==> src/rtl/ram_port_arbiter.sv <==
// Shares the single RAM port between instruction fetch and load/store, one transaction at a time.
// Build option RAM_ARB_TIMEOUT_EN: abort a BUSY access after TIMEOUT_CYCLES edges without MFC.
module ram_port_arbiter #(
    parameter int TIMEOUT_CYCLES = 15
) (
    input  logic        Clk,
    input  logic        RESET,
    input  logic        if_req,
    input  logic [8:0]  if_addr,
    output logic        if_gnt,
    output logic        if_done,
    output logic [31:0] if_rdata,
    output logic        if_misalign,
    input  logic        ls_req,
    input  logic [5:0]  ls_op3,
    input  logic [8:0]  ls_addr,
    input  logic [31:0] ls_wdata,
    output logic        ls_gnt,
    output logic        ls_done,
    output logic [31:0] ls_rdata,
    output logic        ls_misalign,
    output logic        RAM_enable,
    output logic [5:0]  RAM_OpCode,
    output logic [8:0]  ram_addr,
    output logic [31:0] ram_wdata,
    input  logic [31:0] ram_rdata,
    input  logic        MFC,
    output logic        timeout_err
);
    // Handshake: a requester raises *_req (level) with address/op/data stable at the sampling
    // edge and holds it until its one-cycle *_done; rdata and flags are meaningful only during done.
    typedef enum logic [1:0] {IDLE, BUSY_IF, BUSY_LS, RESP} state_t;

    state_t      state_q, state_d;
    logic        last_ls_q, last_ls_d;
    logic        owner_ls_q, owner_ls_d;
    logic [5:0]  op_q, op_d;
    logic [8:0]  addr_q, addr_d;
    logic [31:0] wdata_q, wdata_d;
    logic [31:0] if_rdata_q, if_rdata_d, ls_rdata_q, ls_rdata_d;
    logic        if_mis_q, if_mis_d, ls_mis_q, ls_mis_d;
    logic        tmo_q, tmo_d;
    logic        pick_ls, ls_mis_now, if_mis_now;
    logic        resp_now, resp_mis, resp_tmo;
    logic [31:0] resp_data;
`ifdef RAM_ARB_TIMEOUT_EN
    localparam logic [7:0] TMO_LIMIT = 8'(TIMEOUT_CYCLES);
    logic [7:0]  cnt_q, cnt_d;
`endif

    always_comb begin
        // last_ls_q=0 after reset, so LS wins the first tie.
        pick_ls    = ls_req && (!if_req || !last_ls_q);
        if_mis_now = (if_addr[1:0] != 2'b00);
        case (ls_op3[1:0])
            2'b00:   ls_mis_now = (ls_addr[1:0] != 2'b00);
            2'b10:   ls_mis_now = ls_addr[0];
            default: ls_mis_now = 1'b0;
        endcase
    end

    always_comb begin
        state_d    = state_q;
        last_ls_d  = last_ls_q;
        owner_ls_d = owner_ls_q;
        op_d       = op_q;
        addr_d     = addr_q;
        wdata_d    = wdata_q;
        resp_now   = 1'b0;
        resp_mis   = 1'b0;
        resp_tmo   = 1'b0;
        resp_data  = 32'h0;
`ifdef RAM_ARB_TIMEOUT_EN
        cnt_d      = cnt_q;
`endif
        case (state_q)
            IDLE: begin
`ifdef RAM_ARB_TIMEOUT_EN
                cnt_d = 8'd0;
`endif
                if (ls_req || if_req) begin
                    owner_ls_d = pick_ls;
                    if (pick_ls ? ls_mis_now : if_mis_now) begin
                        state_d  = RESP;
                        resp_now = 1'b1;
                        resp_mis = 1'b1;
                    end else begin
                        state_d = pick_ls ? BUSY_LS : BUSY_IF;
                        op_d    = pick_ls ? ls_op3 : 6'b000000;
                        addr_d  = pick_ls ? ls_addr : if_addr;
                        wdata_d = pick_ls ? ls_wdata : 32'h0;
                    end
                end
            end
            BUSY_IF, BUSY_LS: begin
                if (MFC) begin
                    state_d  = RESP;
                    resp_now = 1'b1;
                    // op3 bit 2 marks the store opcodes; stores return zero.
                    resp_data = op_q[2] ? 32'h0 : ram_rdata;
                end
`ifdef RAM_ARB_TIMEOUT_EN
                else if (cnt_q + 8'd1 == TMO_LIMIT) begin
                    state_d  = RESP;
                    resp_now = 1'b1;
                    resp_tmo = 1'b1;
                end else begin
                    cnt_d = cnt_q + 8'd1;
                end
`endif
            end
            RESP: begin
                state_d   = IDLE;
                last_ls_d = owner_ls_q;
            end
            default: state_d = IDLE;
        endcase
    end

    always_comb begin
        if_rdata_d = if_rdata_q;
        ls_rdata_d = ls_rdata_q;
        if_mis_d   = if_mis_q;
        ls_mis_d   = ls_mis_q;
        tmo_d      = tmo_q;
        if (resp_now) begin
            tmo_d = resp_tmo;
            if (owner_ls_d) begin
                ls_rdata_d = resp_data;
                ls_mis_d   = resp_mis;
            end else begin
                if_rdata_d = resp_data;
                if_mis_d   = resp_mis;
            end
        end
    end

    always_ff @(posedge Clk) begin
        if (RESET) begin
            state_q    <= IDLE;
            last_ls_q  <= 1'b0;
            owner_ls_q <= 1'b0;
            op_q       <= 6'b0;
            addr_q     <= 9'b0;
            wdata_q    <= 32'h0;
            if_rdata_q <= 32'h0;
            ls_rdata_q <= 32'h0;
            if_mis_q   <= 1'b0;
            ls_mis_q   <= 1'b0;
            tmo_q      <= 1'b0;
`ifdef RAM_ARB_TIMEOUT_EN
            cnt_q      <= 8'd0;
`endif
        end else begin
            state_q    <= state_d;
            last_ls_q  <= last_ls_d;
            owner_ls_q <= owner_ls_d;
            op_q       <= op_d;
            addr_q     <= addr_d;
            wdata_q    <= wdata_d;
            if_rdata_q <= if_rdata_d;
            ls_rdata_q <= ls_rdata_d;
            if_mis_q   <= if_mis_d;
            ls_mis_q   <= ls_mis_d;
            tmo_q      <= tmo_d;
`ifdef RAM_ARB_TIMEOUT_EN
            cnt_q      <= cnt_d;
`endif
        end
    end

    assign if_gnt      = (state_q == BUSY_IF);
    assign ls_gnt      = (state_q == BUSY_LS);
    assign RAM_enable  = (state_q == BUSY_IF) || (state_q == BUSY_LS);
    assign if_done     = (state_q == RESP) && !owner_ls_q;
    assign ls_done     = (state_q == RESP) && owner_ls_q;
    assign if_rdata    = if_rdata_q;
    assign ls_rdata    = ls_rdata_q;
    assign if_misalign = if_mis_q;
    assign ls_misalign = ls_mis_q;
    assign RAM_OpCode  = op_q;
    assign ram_addr    = addr_q;
    assign ram_wdata   = wdata_q;
    assign timeout_err = tmo_q;
endmodule

==> config.mk <==
export PLATFORM = sky130hd
export DESIGN_NAME = ram_port_arbiter
export DESIGN_NICKNAME = d
export VERILOG_FILES = /design/src/rtl/ram_port_arbiter.sv
export SDC_FILE = /design/constraint.sdc
export NUM_CORES = 1
export LEC_CHECK = 0
export CORE_MARGIN = 2
export CORE_UTILIZATION = 46
export CTS_BUF_LIST = sky130_fd_sc_hd__clkbuf_4
export CTS_CLUSTER_DIAMETER = 80
export DETAILED_ROUTE_END_ITERATION = 12
export GPL_TIMING_DRIVEN = 0
export PLACE_DENSITY = 0.95
export SYNTH_ARGS = -nofsm -noshare
export SYNTH_HDL_FRONTEND = slang
export SYNTH_SLANG_ARGS = --single-unit
==> constraint.sdc <==
create_clock -name Clk -period 4.2 [get_ports Clk]
set_input_delay 0.84 -clock Clk [delete_from_list [all_inputs] [get_ports Clk]]
set_output_delay 0.84 -clock Clk [all_outputs]
set_load 0.01 [all_outputs]
==> impl_metrics.env, run 1 <==
export IMPL_path_max_fanout=6
export IMPL_slew_violations=0
export IMPL_drc=0
export IMPL_clk_path_buf_depth=2
export IMPL_ios=212
export IMPL_grt_antenna_before_repair=0
export IMPL_synth_area_per_cell_um2=10.8
export IMPL_slew_headroom_pct=57.4
export IMPL_die_h_um=104
export IMPL_antenna_cells=0
export IMPL_mostFrequentLayoutCells="clkdlybuf4s50_1, dfxtp_1, a31oi_1"
export IMPL_placementRows=36
export IMPL_drive_gt1_share_pct=9.80
export IMPL_start_util_pct=47.1
export IMPL_cap_violations=0
export IMPL_power_density_nw_per_um2=538
export IMPL_final_common_cell="clkdlybuf4s50_1"
export IMPL_fin_skew_ns=0.0243
export IMPL_p_leak_nw=2.55
export IMPL_nets=748
export IMPL_syn_area_um2=4560
export IMPL_cts_hold_buf=0
export IMPL_wire_per_inst_um=19.0
export IMPL_ys_ff_latch=117
export IMPL_gp_congestion=0.857
export IMPL_fp_coreArea_um2=9680
export IMPL_hold_class="flip-flop to flip-flop"
export IMPL_clkLatencyLatePin_ns=0.53
export IMPL_worstSetupPathType="flip-flop to output pin"
export IMPL_cts_resized=0
export IMPL_fp_dieW_um=104
export IMPL_max_vdd_ir_drop_uv=325
export IMPL_whs_ns=0.484
export IMPL_routed_wl_um=15100
export IMPL_post_dp_hpwl_um=11400
export IMPL_ant_nets=0
export IMPL_grt_ovfl_total=0
export IMPL_cts_max_level=4
export IMPL_synth_cells=422
export IMPL_drt_iter0_markers=273
export IMPL_ys_seq_area_share_pct=51.4
export IMPL_post_route_period_util_pct=68.3
export IMPL_io_buffers=209
export IMPL_cts_setup_buffers=0
export IMPL_post_route_min_period_ns=2.87
export IMPL_multi_input_area_um2=1990
export IMPL_dieArea_um2=10700
export IMPL_cts_tree="built"
export IMPL_synth_ff_type="dfxtp_1"
export IMPL_yosysWarnings=0
export IMPL_cts_inserted_buffers=17
export IMPL_outcome="finished clean"
export IMPL_setup_violations=0
export IMPL_vias=4631
export IMPL_numClockSinks=117
export IMPL_first_pass_iters=5
export IMPL_setup_tns_ns=0
export IMPL_critPathMaxStageDelay_ns=0.61
export IMPL_worst_pin_slew_ns=0.637
export IMPL_grt_pass1_wl_um=24000
export IMPL_seqCellArea_um2=2340
export IMPL_synth_nets=520
export IMPL_root_buffer="clkbuf_4"
export IMPL_grtUsageTotal_pct=28.0
export IMPL_viasPerCell=5.82
export IMPL_synth_cell_type_count=47
export IMPL_clk_pin_slew_worst_paths_ns=0.10
export IMPL_hold_violations=0
export IMPL_grt_max_degree=17
export IMPL_fillers=686
export IMPL_startpoint_type="flip-flop"
export IMPL_required_ns=3.36
export IMPL_critPathCaptureType="output pin"
export IMPL_crit_slowest_cell="clkdlybuf4s50_1"
export IMPL_fmax_mhz=349
export IMPL_synth_edff_count=0
export IMPL_rsz0062_at_grt="no"
export IMPL_async_flop_share_pct=0
export IMPL_area_growth_pct=55.3
export IMPL_grt_pass1_vias=4700
export IMPL_cp_cell_sequence="inv_1, ha_1, clkdlybuf4s50_1"
export IMPL_crit_arrival_ns=2.03
[critical path: cells and delay by family, from the launching register on]
kind,cells,cell delay (ns)
adder cells (fa/ha/maj),1,0.41
flip-flops,1,0.42
buffers and inverters,2,0.70
[layout make-up]
class / instances / area share, %
plain buffers: 45 / 2.95
clock buffers: 17 / 1.80
clock inverters: 15 / 1.89
inverters: 6 / 0.318
multi-input cells: 254 / 28.0
flip-flops and latches: 117 / 33.1
well taps: 133 / 2.35
repair buffers: 209 / 29.6
[synthesized netlist by cell type (all sizes together), types with 2 or more instances]
cell type / count / area, um^2
o21ai: 2 / 10.0
a22o: 37 / 324
buf: 20 / 115
a21oi: 7 / 38.8
inv: 6 / 22.5
mux2: 9 / 101
and2: 3 / 18.8
nor3b: 2 / 20.0
nor2b: 10 / 62.6
nor3: 3 / 26.3
nand2b: 3 / 18.8
ha: 5 / 62.6
nor2: 13 / 48.8
clkbuf: 25 / 93.8
a211oi: 32 / 240
nand2: 2 / 10.0
a211o: 2 / 17.5
a32o: 32 / 320
a31oi: 65 / 413
or2: 2 / 12.5
dfxtp: 117 / 2340
mux2i: 9 / 90.1
[worst paths after layout]
path                                  start     endpoint  slack (ns)  cells past startpoint
worst max-delay path             state_q[0]   RAM_enable        1.33                      3
worst min register to register  if_rdata[2]  if_rdata[2]        0.48                      1
worst min-delay path            if_rdata[2]  if_rdata[2]        0.48                      1
worst max register to register   state_q[0]  if_rdata[3]        1.71                      8
[report_power, final]
part	leakage [nW]	internal, mW	switching, mW
Sequential	0.951	1.28	0.106
Combinational	1.46	0.738	0.931
Clock	0.138	0.294	0.453
[per-layer routing]
metal	track usage, %	part of all wire, %	vias up
met5	0	0	-
met4	11.1	2.8	0
met3	10.0	8.2	40
met2	49.2	51	250
met1	31.0	38	2208
li1	-	-	2133
[per-stage QoR]
step | area, um^2 | worst slack [ns] | utilization [%] | instances | power [mW]
2_1_floorplan | 4560 | 2.06 | - | 422 | 2.33
3_3_place_gp | 6820 | 1.31 | 70.4 | 764 | 2.97
3_5_place_dp | 6820 | 1.22 | 70.4 | 764 | 3.06
4_1_cts | 7080 | 1.31 | 73.1 | 796 | 3.81
5_1_grt | 7080 | 1.22 | 73.1 | 796 | 4.01
6_report | 7080 | 1.33 | 73.1 | 796 | 3.81
[logic make-up (layout without fill, tap and decap cells)]
kind of cell | after synthesis | after routing | share of synthesized area, %
simple gates | 41 | 41 | 5.24
mux | 18 | 18 | 4.20
fa+ha+maj | 5 | 5 | 1.37
buf+inv | 51 | 292 | 5.08
flops | 117 | 117 | 51.4
other cells | 1 | 1 | 0.0822
compound gates | 189 | 189 | 32.7
[state kept, by name, summed over array words and instances, names as in the netlist]
signal       flops
if_rdata        32
if_misalign      1
ls_misalign      1
ram_wdata       32
ls_rdata        32
RAM_OpCode       6
owner_ls_q       1
ram_addr         9
state_q          2
last_ls_q        1
Note: power is estimated with default switching activity, not from simulation.
==> run 2: changes to the inputs <==
--- a/config.mk
+++ b/config.mk
@@ -6,12 +6,12 @@
 export NUM_CORES = 1
 export LEC_CHECK = 0
 export CORE_MARGIN = 2
-export CORE_UTILIZATION = 46
+export CORE_UTILIZATION = 43
 export CTS_BUF_LIST = sky130_fd_sc_hd__clkbuf_4
 export CTS_CLUSTER_DIAMETER = 80
 export DETAILED_ROUTE_END_ITERATION = 12
 export GPL_TIMING_DRIVEN = 0
-export PLACE_DENSITY = 0.95
+export PLACE_DENSITY = 0.91
 export SYNTH_ARGS = -nofsm -noshare
 export SYNTH_HDL_FRONTEND = slang
 export SYNTH_SLANG_ARGS = --single-unit
==> constraint.sdc (replaced) <==
create_clock -name Clk -period 2.9 [get_ports Clk]
set_input_delay 0.58 -clock Clk [delete_from_list [all_inputs] [get_ports Clk]]
set_output_delay 0.58 -clock Clk [all_outputs]
set_load 0.01 [all_outputs]
==> impl_metrics.env, run 2 (same netlist as run 1, synthesis figures left out) <==
export IMPL_outcome="finished clean"
export IMPL_first_pass_iters=7
export IMPL_slew_violations=0
export IMPL_grt_max_degree=17
export IMPL_p_sw_share_pct=37.8
export IMPL_setup_violations=0
export IMPL_p_leak_nw=2.56
export IMPL_ant_nets=0
export IMPL_holdCritStartpoint="if_rdata[6]"
export IMPL_hold_violations=0
export IMPL_drt_iter0_markers=272
export IMPL_ios=212
export IMPL_reg2reg_from="state_q[0]"
export IMPL_fp_coreArea_um2=10300
export IMPL_final_common_cell="clkdlybuf4s50_1"
export IMPL_critPathMaxStageDelay_ns=0.59
export IMPL_clk_pin_slew_worst_paths_ns=0.11
export IMPL_use_met2_pct=45.1
export IMPL_routed_wl_um=14900
export IMPL_cts_inserted_buffers=17
export IMPL_root_buffer="clkbuf_4"
export IMPL_numClockSinks=117
export IMPL_cts_resized=0
export IMPL_clk_path_buf_depth=2
export IMPL_area_growth_pct=56.5
export IMPL_power_frac_clock_pct=22.4
export IMPL_viasPerCell=5.78
export IMPL_cts_tree="built"
export IMPL_comb_power_share_pct=42.2
export IMPL_wire_per_inst_um=18.6
export IMPL_power_density_nw_per_um2=798
export IMPL_critPathCaptureType="output pin"
export IMPL_grt_pass1_vias=4533
export IMPL_post_route_min_period_ns=2.56
export IMPL_crit_slowest_cell="clkdlybuf4s50_1"
export IMPL_cp_cell_sequence="inv_1, ha_1, clkdlybuf4s50_1"
export IMPL_grtUsageMet1_pct=28.9
export IMPL_fin_skew_ns=0.0149
export IMPL_power_switching_mw=2.15
export IMPL_dieArea_um2=11400
export IMPL_drive_gt1_share_pct=9.65
export IMPL_path_max_fanout=6
export IMPL_required_ns=2.32
export IMPL_grt_ovfl_total=0
export IMPL_cap_violations=0
export IMPL_startpoint_type="flip-flop"
export IMPL_mostFrequentLayoutCells="clkdlybuf4s50_1, dfxtp_1, a31oi_1"
export IMPL_place_inst=767
export IMPL_nets=748
export IMPL_grt_busiest_layer="met2"
export IMPL_grt_use_met3_pct=8.15
export IMPL_post_dp_hpwl_um=11100
export IMPL_rsz0062_at_grt="no"
export IMPL_setup_tns_ns=0
export IMPL_clkLatencyLatePin_ns=0.50
export IMPL_grt_pass1_wl_um=23100
export IMPL_p_int_mw=3.54
export IMPL_grt_antenna_before_repair=0
export IMPL_placementRows=37
export IMPL_gp_congestion=0.820
export IMPL_grtUsageTotal_pct=25.6
export IMPL_drc=0
export IMPL_design_area_um2=7140
export IMPL_dpl_cell_area_um2=6820
export IMPL_crit_arrival_ns=1.98
export IMPL_slew_headroom_pct=57.8
export IMPL_startpoint="state_q[0]"
export IMPL_max_vdd_ir_drop_uv=503
export IMPL_worst_pin_slew_ns=0.631
export IMPL_vias=4626
export IMPL_start_util_pct=44.2
export IMPL_hold_class="flip-flop to flip-flop"
export IMPL_io_buffers=209
export IMPL_cts_hold_buf=0
export IMPL_fmax_mhz=391
export IMPL_fp_dieW_um=107
export IMPL_worstSetupPathType="flip-flop to output pin"
export IMPL_stdcell_count=800
export IMPL_post_route_period_util_pct=88.2
export IMPL_cts_max_level=4
export IMPL_cts_setup_buffers=0
export IMPL_die_h_um=107
export IMPL_seqPwrFrac_pct=35.3
==> run 2: path summary, 6_finish.rpt <==
kind	to	cells past startpoint	slack (ns)
worst max-delay path	RAM_enable	3	0.34
worst min-delay path	if_rdata[6]	1	0.48
worst max register to register	ls_rdata[18]	8	0.40
worst min register to register	if_rdata[6]	1	0.48
==> run 2: power groups by stage <==
| stage | Clock (mW) | Sequential, mW | Combinational, mW |
|---|---|---|---|
| floorplan | 0 | 2.13 | 1.24 |
| global placement | 0 | 2.03 | 2.28 |
| detailed placement | 0 | 2.05 | 2.36 |
| CTS | 1.30 | 2.01 | 2.38 |
| global route | 1.37 | 2.04 | 2.58 |
| finish | 1.28 | 2.01 | 2.41 |
==> run 2: layer usage <==
layer  share of wire (%)  vias to the layer above
met3                 8.5                       37
met1                  38                     2197
met5                   0                        -
met4                 2.7                        0
li1                    -                     2140
met2                  51                      252
==> run 2: layout make-up <==
class	count	area [um^2]
Antenna cell	1	2.50
Buffer	45	209
Clock buffer	18	135
Clock inverter	14	176
Fill cell	771	3190
Inverter	6	22.5
Multi-Input combinational cell	254	1990
Sequential cell	117	2340
Tap cell	136	170
Timing Repair Buffer	209	2090
==> run 2: critical path: cells and delay by family, from the launching register on <==
kind | cells | cell delay [ns]
buf+inv | 2 | 0.68
flops | 1 | 0.42
fa+ha+maj | 1 | 0.39
==> run 2: through the flow <==
stage | utilization [%] | hold WS [ns] | total power [mW] | worst slack (ns)
floorplan | - | 0.493 | 3.37 | 0.929
finish | 69.1 | 0.477 | 5.70 | 0.341
global route | 69.1 | 0.497 | 5.99 | 0.120
global placement | 66.1 | 0.449 | 4.31 | 0.266
CTS | 69.1 | 0.482 | 5.69 | 0.310
detailed placement | 66.1 | 0.455 | 4.40 | 0.180
==> RTL change 1, RTL diff (flow settings as in run 1) <==
Encoding of `state_t`: now Gray code (2 bits for 4 states).
--- a/src/rtl/ram_port_arbiter.sv
+++ b/src/rtl/ram_port_arbiter.sv
@@ -29,7 +29,7 @@
 );
     // Handshake: a requester raises *_req (level) with address/op/data stable at the sampling
     // edge and holds it until its one-cycle *_done; rdata and flags are meaningful only during done.
-    typedef enum logic [1:0] {IDLE, BUSY_IF, BUSY_LS, RESP} state_t;
+    typedef enum logic [1:0] {IDLE = 2'b00, BUSY_IF = 2'b01, BUSY_LS = 2'b11, RESP = 2'b10} state_t;
 
     state_t      state_q, state_d;
     logic        last_ls_q, last_ls_d;
Behaviour: same outputs for any inputs over 4 cycles, from zero or initial values and one cycle with RESET high; so few cycles prove little.
==> RTL change 1 against run 1 <==
Sequential share of layout area fell by 0.86 points. Global-route usage is 1.3 points higher. Sequential cell count unchanged. Setup slack improved by 0.080 ns. Area after synthesis grew 2.6%. Design area rose by 2.7%. Routed wire length up 6.1%. Die area rose by 2.5%. Largest cell class is now buffers.
Power is not compared: it rests on default switching activity, and its combinational part moved more than twofold at a synthesized area within 25%.
==> RTL change 1: results (changes against run 1) <==
[yosys]
yosys-top-cells-count=117 x dfxtp_1, 96 x nand3_1, 37 x a22o_1, 35 x inv_1, 35 x nand2_1
syn-num-nets=598  ; +15%
ys_seq_area_share_pct=50.05  ; -1.3 points
yosysWarningCount=0  ; unchanged
synth_cell_type_count=39  ; -17%
synth.area.top_cells=dfxtp_1 50%, nand3_1 10%, a22o_1 6.9%
synth_top_flop_cell=dfxtp_1
async_reset_ff_share_pct=0  ; unchanged
synthCells=505  ; +20%

[hold_path]
hold_depth=2  ; +1
hold_path.startpoint=if_rdata[16]
hold_end=if_rdata[16]
hold_class=reg -> reg

[clock_tree]
root_buffer=clkbuf_4
cts_buffers=17  ; unchanged
postCtsSetupBuffers=0  ; unchanged
cts_resized=0  ; unchanged
cts_buffer_depth=2  ; unchanged
htreeDepth=4  ; unchanged
clkLatencyLatePin_ns=0.50  ; -0.03 ns
clk_pin_slew_ns=0.11

[pwr]
p_leak_uw=0.002544
irDropWorstVdd_mv=0.2174

[place]
postPlaceCellArea_sq_um=6948  ; +1.9%
post-place-ws_ns=1.086  ; -0.1382 ns
routabilityCongestion=0.8513  ; -0.69%
dp_hpwl_microns=11860  ; +4.0%
numPortBuffers=210  ; +0.48%
dp.cells=848  ; +11%

[finish]
final_nets=827  ; +11%
drive_gt1_share_pct=7.764  ; -2.0 points
diodes=0  ; unchanged
instances_no_fill=880  ; +11%

[detailed_routing]
drtPass1Iterations=5  ; unchanged
viasPerCell=5.647  ; -2.9%
drt_iter0_markers=321  ; +18%
wire_per_inst_microns=18.26  ; -4.0%

[worst_setup_path]
cp_top_family=buffers and inverters
r2r_slack_ns=1.88  ; +0.17 ns
slowest_stage=clkdlybuf4s50_1
reg2reg_from=state_q[0]
path_max_fanout=9  ; +3
worst-r2r-cell-count=7  ; -1
max_stage_delay_ns=0.60
r2r_end=if_rdata[19]
cp_data_arrival_time_ns=1.95  ; -0.08 ns

[sta]
timing.hold.ws_ns=0.4666  ; -0.01713 ns
finClkSkew_ns=0.01233  ; -0.01201 ns
fin_crit_ns=2.788  ; -0.07997 ns
slew_headroom_pct=54.30  ; -3.1 points

[global_route]
grt_pass1_wl_microns=25860  ; +7.8%
grt_pass1_vias=5010  ; +6.6%
grt_max_degree=17  ; unchanged
antenna_found_initial=0  ; unchanged
grt_usage_pct=29.33  ; +1.3 points

[status]
status=complete, no violations

RTL change 1: cell count changes in the layout (fill, tap and decap cells not counted), moves of 31 or more:
cell,run 1,this run
nand3_1,1,96
a32o_1,32,1
nand2_1,1,35
a31oi_1,64,0
o31ai_1,1,33
o211ai_1,1,33
RTL change 1: tightest hold or removal path: stages (launching register included):
cell and delay [ns]:
dfxtp_1 0.33, inv_1 0.04, o31ai_1 0.06
RTL change 1: worst max path at each step:
| stage | startpoint | to | depth (start not counted) |
|---|---|---|---|
| after floorplan | ls_req | if_rdata[10] | 5 |
| after global placement | ls_req | if_rdata[23] | 6 |
| after detailed placement | ls_req | if_rdata[19] | 6 |
| after CTS | state_q[0] | ls_done | 3 |
| after global routing | state_q[0] | ls_done | 3 |
| final | state_q[0] | ls_done | 3 |
RTL change 1: logic make-up (layout without fill, tap and decap cells):
kind of cell,after synthesis,in the layout,share of synthesized area [%]
AO/OA/AOI/OAI,138,138,23.69
flip-flops,117,117,50.05
buffers and inverters,87,329,8.476
multiplexers,8,8,1.711
other,1,1,0.08014
AND/OR/NAND/NOR,154,154,15.99
RTL change 1: area by class of cell:
type,instances,area (sq um)
fill,714,2551
sequential,117,2342
timing repair buffer,210,2102
multi-input combinational,301,1941
buffer,51,261.5
tap,133,166.4
clock buffer,22,165.2
clock inverter,10,155.1
inverter,36,135.1
RTL change 1: metal layers:
metal / GRT usage (%) / share of wire [%] / vias to the layer above
li1: - / - / 2306
met1: 34.26 / 40 / 2376
met2: 51.76 / 51 / 260
met3: 7.361 / 6.9 / 27
met4: 10.67 / 2.0 / 0
met5: 0 / 0 / -
RTL change 1: power by group:
group	internal (uW)	switching, uW
registers	1170	40.5
logic	268	277
clock network	502	432
==> RTL change 2, RTL diff (config.mk and constraints of run 1) <==
Made on the original files. Build with the macro `RAM_ARB_TIMEOUT_EN` defined.
--- a/src/rtl/ram_port_arbiter.sv
+++ b/src/rtl/ram_port_arbiter.sv
@@ -1,5 +1,7 @@
 // Shares the single RAM port between instruction fetch and load/store, one transaction at a time.
 // Build option RAM_ARB_TIMEOUT_EN: abort a BUSY access after TIMEOUT_CYCLES edges without MFC.
+`define RAM_ARB_TIMEOUT_EN
+
 module ram_port_arbiter #(
     parameter int TIMEOUT_CYCLES = 15
 ) (
Behaviour: same outputs for any inputs over 4 cycles, from zero or initial values and one cycle with RESET high; that may be too few to reach the edited logic, so the function may still have changed.
==> RTL change 2 against run 1 <==
Clock power grew 39%. Design area up 10%. Total power rose by 4.7%. Via count grew 27%. Routed wire length up 19%. Sequential cell count up 9. Setup slack lost 0.16 ns. First-iteration DRC count grew 130%. Area after synthesis is 13% higher. Critical path type is now in -> reg. Critical endpoint is now ls_rdata[4]. Largest power group is now registers.
==> RTL change 2: results (changes against run 1) <==
[finish]
nonClkBufAreaFrac_pct=29.84  ; -2.7 points
drive_gt1_share_pct=4.937  ; -4.9 points
post-route-util_pct=71.72  ; -1.4 points
final_nets=959  ; +28%
clkbuf_count=18  ; +1

[global_route]
antenna_found_initial=1  ; +1
grt_usage_pct=29.57  ; +1.5 points

[clock_tree]
clk_pin_slew_ns=0.12  ; +0.02 ns
clkLatencyLatePin_ns=0.55  ; +0.02 ns

[sta]
worst_pin_slew_ns=1.363  ; +0.7259 ns
finClkSkew_ns=0.01629  ; -0.008050 ns

[yosys]
syn-num-nets=729  ; +40%
ys_seq_area_share_pct=48.86  ; -2.5 points
synth.area.mux_share_pct=0.4120  ; -3.8 points
yosys.area_share.adder_pct=1.939  ; +0.57 points
synthXorXnorAreaFrac_pct=0.8240  ; +0.82 points

[pwr]
clockPowerShare_pct=26.1  ; +6.5 points
combPwrFrac_pct=36.8  ; -7.0 points
total_power_uw=3985  ; +4.7%

[place]
numPortBuffers=211  ; +0.96%
dp_hpwl_microns=13010  ; +14%
dp.cells=979  ; +28%

[status]
status=complete, no violations

[detailed_routing]
drtPass1Iterations=6  ; +1

[worst_setup_path]
path_max_fanout=10  ; +4

-- RTL change 2: cell count changes in the layout (fill, tap and decap cells not counted), sizes merged, moves of 32 or more --
cell    delta
nand4     +39
a211oi    -32
nand2     +83
o21ai    +107
a21oi     +49
nand3     +73
a22o      -37
a31oi     -62
-- RTL change 2: worst paths after layout --
check / startpoint / endpoint / slack (ns) / depth (start not counted)
worst max-delay path: ls_req / ls_rdata[4] / 1.17 / 7
worst max register to register: state_q[0] / ls_rdata[4] / 1.23 / 7
worst min-delay path: if_rdata[8] / if_rdata[8] / 0.46 / 2
worst min register to register: if_rdata[8] / if_rdata[8] / 0.46 / 2
-- RTL change 2: routing by layer --
metal	vias up	track usage, %	share of wire [%]
li1	2733	-	-
met1	2746	32.08	38
met2	356	49.56	48
met3	46	12.86	12
met4	0	13.65	2.5
met5	-	0	0
